--- config.mk ---
export PLATFORM = sky130hd
export DESIGN_NAME = mem_port_arbiter
export DESIGN_NICKNAME = d
export VERILOG_FILES = /design/src/rtl/mem_port_arbiter_pkg.sv /design/src/rtl/mem_arb_prio.sv /design/src/rtl/mem_port_arbiter.sv
export SDC_FILE = /design/constraint.sdc
export NUM_CORES = 1
export LEC_CHECK = 0
export CAP_MARGIN = 5
export CORE_AREA = 2 2 93 95
export CTS_BUF_LIST = sky130_fd_sc_hd__clkbuf_2 sky130_fd_sc_hd__clkbuf_4 sky130_fd_sc_hd__clkbuf_8
export DETAILED_ROUTE_END_ITERATION = 10
export DIE_AREA = 0 0 95 97
export SYNTH_ARGS = -nofsm -noshare
export SYNTH_HDL_FRONTEND = slang
export SYNTH_HIERARCHICAL = 1
export SYNTH_SLANG_ARGS = --single-unit
--- constraint.sdc ---
create_clock -name CLK -period 6.4 [get_ports CLK]
set_input_delay 1.92 -clock CLK [delete_from_list [all_inputs] [get_ports CLK]]
set_output_delay 1.92 -clock CLK [all_outputs]
set_load 0.05 [all_outputs]
--- src/rtl/mem_port_arbiter_pkg.sv ---
// Shared definitions for the instruction/data SRAM port arbiter:
// read-return state encoding and default geometry constants.
package mem_port_arbiter_pkg;

  // Which requester, if any, owns the SRAM read data arriving this cycle
  typedef enum logic [1:0] {
    IDLE  = 2'd0,
    RET_I = 2'd1,
    RET_D = 2'd2
  } ret_state_e;

  localparam int DEF_AW   = 10;
  localparam int DEF_BW   = 32;
  localparam int DEF_MAXD = 4;

  // Requesters always present full word addresses of this width
  localparam int REQ_AW = 30;

endpackage

--- src/rtl/mem_arb_prio.sv ---
// Combinational grant decision between fetch and data requesters.
// Data normally wins; once the data side has been granted MAXD times in a
// row while fetch waited, fetch is given the port for one cycle.
module mem_arb_prio #(
  parameter int MAXD = 4,
  parameter int CW   = 3
) (
  input  logic          rst,
  input  logic          ireq,
  input  logic          dreq,
  input  logic [CW-1:0] starve_cnt,
  output logic          ignt,
  output logic          dgnt
);

  localparam logic [CW-1:0] MAXD_C = CW'(MAXD);

  logic starved;

  // Pick at most one winner; nothing is granted while reset is held
  always_comb begin
    starved = (starve_cnt == MAXD_C);
    ignt    = 1'b0;
    dgnt    = 1'b0;
    if (!rst) begin
      if (ireq && (!dreq || starved)) begin
        ignt = 1'b1;
      end else if (dreq) begin
        dgnt = 1'b1;
      end
    end
  end

endmodule

--- src/rtl/mem_port_arbiter.sv ---
// Single-port SRAM shared between an instruction fetch port and a data
// port. Grants issue the SRAM access in the same cycle; read data comes
// back one cycle later and is steered to whichever side issued the read.
module mem_port_arbiter
  import mem_port_arbiter_pkg::*;
#(
  parameter int AW   = DEF_AW,
  parameter int BW   = DEF_BW,
  parameter int MAXD = DEF_MAXD
) (
  input  logic              CLK,
  input  logic              RST,
  input  logic              IREQ,
  input  logic [REQ_AW-1:0] IADDR,
  output logic              IGNT,
  output logic              IVALID,
  output logic [BW-1:0]     INSTR,
  input  logic              DREQ,
  input  logic              DRW,
  input  logic [REQ_AW-1:0] DADDR,
  input  logic [BW-1:0]     DWDATA,
  output logic              DGNT,
  output logic              DVALID,
  output logic [BW-1:0]     DRDATA,
  output logic              CSN,
  output logic              WEN,
  output logic [AW-1:0]     A,
  output logic [BW-1:0]     DI,
  input  logic [BW-1:0]     DOUT
);

  localparam int CW = $clog2(MAXD + 1);
  localparam logic [CW-1:0] MAXD_C = CW'(MAXD);

  ret_state_e    state;
  ret_state_e    state_next;
  logic [CW-1:0] starve_cnt;
  logic          ignt;
  logic          dgnt;
  logic          unused_addr_bits;

  // Word addresses wider than the SRAM simply alias; the extra bits are dropped
  assign unused_addr_bits = ^{IADDR[REQ_AW-1:AW], DADDR[REQ_AW-1:AW]};

  mem_arb_prio #(
    .MAXD (MAXD),
    .CW   (CW)
  ) u_prio (
    .rst        (RST),
    .ireq       (IREQ),
    .dreq       (DREQ),
    .starve_cnt (starve_cnt),
    .ignt       (ignt),
    .dgnt       (dgnt)
  );

  assign IGNT = ignt;
  assign DGNT = dgnt;

  // Count consecutive data wins that left a fetch waiting, capped at MAXD
  always_ff @(posedge CLK) begin
    if (RST) begin
      starve_cnt <= '0;
    end else if (ignt || !IREQ) begin
      starve_cnt <= '0;
    end else if (dgnt && (starve_cnt != MAXD_C)) begin
      starve_cnt <= starve_cnt + 1'b1;
    end
  end

  // Read-return state register
  always_ff @(posedge CLK) begin
    if (RST) begin
      state <= IDLE;
    end else begin
      state <= state_next;
    end
  end

  // Remember who issued a read this cycle so next cycle's SRAM data goes there
  always_comb begin
    state_next = IDLE;
    if (ignt) begin
      state_next = RET_I;
    end else if (dgnt && !DRW) begin
      state_next = RET_D;
    end
  end

  // Steer SRAM read data to its owner; outputs stay zero otherwise and during reset
  always_comb begin
    IVALID = 1'b0;
    INSTR  = '0;
    DVALID = 1'b0;
    DRDATA = '0;
    if (!RST) begin
      if (state == RET_I) begin
        IVALID = 1'b1;
        INSTR  = DOUT;
      end else if (state == RET_D) begin
        DVALID = 1'b1;
        DRDATA = DOUT;
      end
    end
  end

  // Drive the SRAM pins from whichever side won this cycle
  always_comb begin
    CSN = 1'b1;
    WEN = 1'b1;
    A   = '0;
    DI  = '0;
    if (ignt) begin
      CSN = 1'b0;
      A   = IADDR[AW-1:0];
    end else if (dgnt) begin
      CSN = 1'b0;
      A   = DADDR[AW-1:0];
      if (DRW) begin
        WEN = 1'b0;
        DI  = DWDATA;
      end
    end
  end

endmodule

==> results of run 1 <==
[per-layer routing]
layer	global-route usage	share of wire
met5	0	0
met1	0.134	0.36
met2	0.220	0.51
met3	0.0444	0.11
met4	0.0167	0.0088
[final cells by class]
| type | count | area [µm²] | share of cell area |
|---|---|---|---|
| Tap cell | 105 | 131 | 0.0344 |
| Sequential cell | 5 | 100 | 0.0262 |
| Timing Repair Buffer | 206 | 2620 | 0.686 |
| Clock buffer | 4 | 48.8 | 0.0128 |
| Inverter | 4 | 15.0 | 0.00393 |
| Multi-Input combinational cell | 131 | 906 | 0.237 |
[cell families after synthesis]
kind of cell / after synthesis
compound gates: 14
fa+ha+maj: 2
buf+inv: 16
flops: 5
mux: 2
simple gates: 113
[worst paths after layout]
check / endpoint / slack, ns / cells past startpoint
worst min register to register: starve_cnt[2]$_SDFFE_PP0P_ / 0.58 / 2
worst max-delay path: A[8] / 0.46 / 5
worst max register to register: state[1]$_SDFF_PP0_ / 4.57 / 4
worst min-delay path: starve_cnt[2]$_SDFFE_PP0P_ / 0.58 / 2
[sequential cells by signal (all words and copies together), names as in the netlist]
signal	count
state	2
starve_cnt	3
[layout by cell type (no fill, tap or decap), types with 2 or more instances in the layout]
master,Yosys,layout
nor2b_1,2,2
inv_1,4,4
a21oi_1,2,2
nor2_1,2,2
clkdlybuf4s50_1,0,89
buf_4,0,49
mux2_2,2,2
nor3b_2,2,2
and2_1,96,96
clkbuf_8,0,3
dfxtp_1,5,5
nand2b_1,2,2
a22o_1,10,10
ha_1,2,2
nor4bb_1,3,3
buf_12,0,68
[tightest hold or removal path: stages (launching register included)]
cell and delay [ns]:
dfxtp_1 0.34, a21oi_1 0.14, nor4_1 0.05
[power by group through the flow]
stage | Clock [mW] | Combinational [mW] | Sequential (mW)
after global routing | 0.0672 | 0.175 | 0.0325
after floorplan | 0 | 0.0710 | 0.0328
after global placement | 0 | 0.166 | 0.0329
final | 0.0622 | 0.166 | 0.0325
after detailed placement | 0 | 0.167 | 0.0329
after CTS | 0.0645 | 0.168 | 0.0325
[through the flow]
stage	hold slack (ns)	setup slack [ns]	utilization	cell area [µm²]	instances
after CTS	0.567	0.424	0.470	3820	455
after global routing	0.610	0.222	0.470	3820	455
after floorplan	0.520	0.551	-	1080	152
after detailed placement	0.557	0.436	0.464	3770	451
after global placement	0.558	0.466	0.464	3770	451
final	0.577	0.459	0.470	3820	455
==> run_results.csv, run 1 <==
group,metric,value,unit
detailed_routing,drtAntennaViolNets,0,
power,vdd_drop_max,0.000158,V
min_path,hp-start,"starve_cnt[2]$_SDFFE_PP0P_",
setup_path,cp_num_buf_inv,2,
yosys,synth_edf_count,0,
finish,nets,482,
placed_design,dp_hpwl,5180,µm
clock_tree,postCtsHoldBufs,0,
timing,finalSetupViolCount,0,
timing,finalCritPeriodShare,0.928,
power,p_total,0.261,mW
timing,post-route-min-period,5.94,ns
yosys,yosysSeqAreaShare,0.0932,
power,p_seq_frac,0.125,
yosys,synthTopCellsByArea,"and2_1, dfxtp_1, a22o_1, buf_2, nor4bb_1",
detailed_routing,via_per_inst,3.80,
grt,antenna_found_initial,0,
placed_design,io_buffers,200,
clock_tree,clk_pin_slew,0.03,ns
placed_design,routabilityCongestion,0.769,
timing,slew_violations,0,
timing,finalClockSkew,0.0000929,ns
detailed_routing,drt_iter0_drc,35,
power,clockPowerShare,0.238,
yosys,syn_inst,152,
setup_path,crit_chain,"clkdlybuf4s50_1 > a311oi_2 > nor2b_1 > a22o_1 > buf_4",
clock_tree,cts_max_level,1,
clock_tree,cts.sinks,5,
detailed_routing,drc,0,
yosys,yosysTopAreaCellShare,0.559,
setup_path,crit_type,"in2out",
yosys,ys_types,23,
grt,grt.total_usage,0.121,
detailed_routing,routed_wl,6000,µm
yosys,yosys_warnings,6,
power,pwr_density_cell,68.3,nW/µm²
power,p_int,0.166,mW
setup_path,max_stage_delay,0.67,ns
timing,slew_headroom,0.496,
detailed_routing,detail_route.first_pass.iterations,4,
yosys,post_synth_mux_area_share,0.0210,
yosys,yosysMostFrequentCell,"and2_1",
finish,synthToLayoutAreaGrowth,256,%
yosys,synth-xor-area-share,0,
floorplanning,io_pins,241,
min_path,hp-class,"reg2reg",
yosys,synthAdderAreaFrac,0.0233,
power,netSwitchingPower,0.0951,mW
clock_tree,cts_max_path_buffers,2,
power,p_leak,1.64,nW
finish,num_antenna_cells,0,
setup_path,cp_max_fo,11,
yosys,avgSynthCellArea,7.06,µm²
detailed_routing,vias,1731,
yosys,async_flop_share,0,
clock_tree,cts_root_buffer,"clkbuf_8",
power,switching_share,0.365,
power,pwr-share-comb,0.637,
grt,grt_overflow,0,
setup_path,critical_path.top_delay_family,"buffers and inverters",
floorplanning,initial_utilization,0.132,
floorplanning,core,8130,µm²
clock_tree,cts_tree,"done",
setup_path,cp_slowest_cell,"nor2b_1",
floorplanning,die_h,97,µm
setup_path,reg2reg_from,"starve_cnt[0]$_SDFFE_PP0P_",
timing,tns,0,ns
yosys,synthFlopType,"dfxtp_1",
setup_path,critPathLaunchType,"primary input",
floorplanning,rows,33,
timing,clock.fmax,0.168,GHz
grt,grt_start_max_net_pins,34,
yosys,synth_area,1070,µm²
setup_path,cp.arrival,4.02,ns
clock_tree,numCtsBuffers,3,
run_status,status,"complete, no violations",
timing,hold_viol,0,
yosys,synth_top_family_by_area,"simple AND/OR/NAND/NOR gates",
finish,drive_gt1_frac,0.360,
detailed_routing,wl_per_cell,13.2,µm
clock_tree,post_cts_buffers,0,
setup_path,crit_start,"RST",
yosys,ys_top_cells_by_count,"and2_1, a22o_1, buf_2",
clock_tree,post_cts_resized,0,
timing,grt_setup_unrepaired,"false",
flow_run,max-cap-violations,0,
finish,fill_cells,753,
yosys,synth_simple_gate_area_frac,0.688,
timing,worst_pin_slew,0.754,ns
setup_path,critPathCaptureType,"output port",
yosys,synth_fp_nets,283,
floorplanning,die-area,9220,µm²
grt,grt_pass1_wl,9000,µm
yosys,synth_compound_area_frac,0.106,
clock_tree,clk_latency,0.22,ns
yosys,synth-seq-cells,5,
grt,grt_pass1_vias,1661,
floorplanning,die_x,95,µm
setup_path,crit_required,4.48,ns
yosys,synth_top_cell_by_area,"and2_1",
Note: power is estimated with default switching activity, not from simulation.
==> inputs of run 2 (changes only) <==
Settings changed: CAP_MARGIN 5 to not set, CTS_CLUSTER_DIAMETER set to 150.
==> results of run 2 <==
Final layout, timing and power as in run 1 (identical DEF).
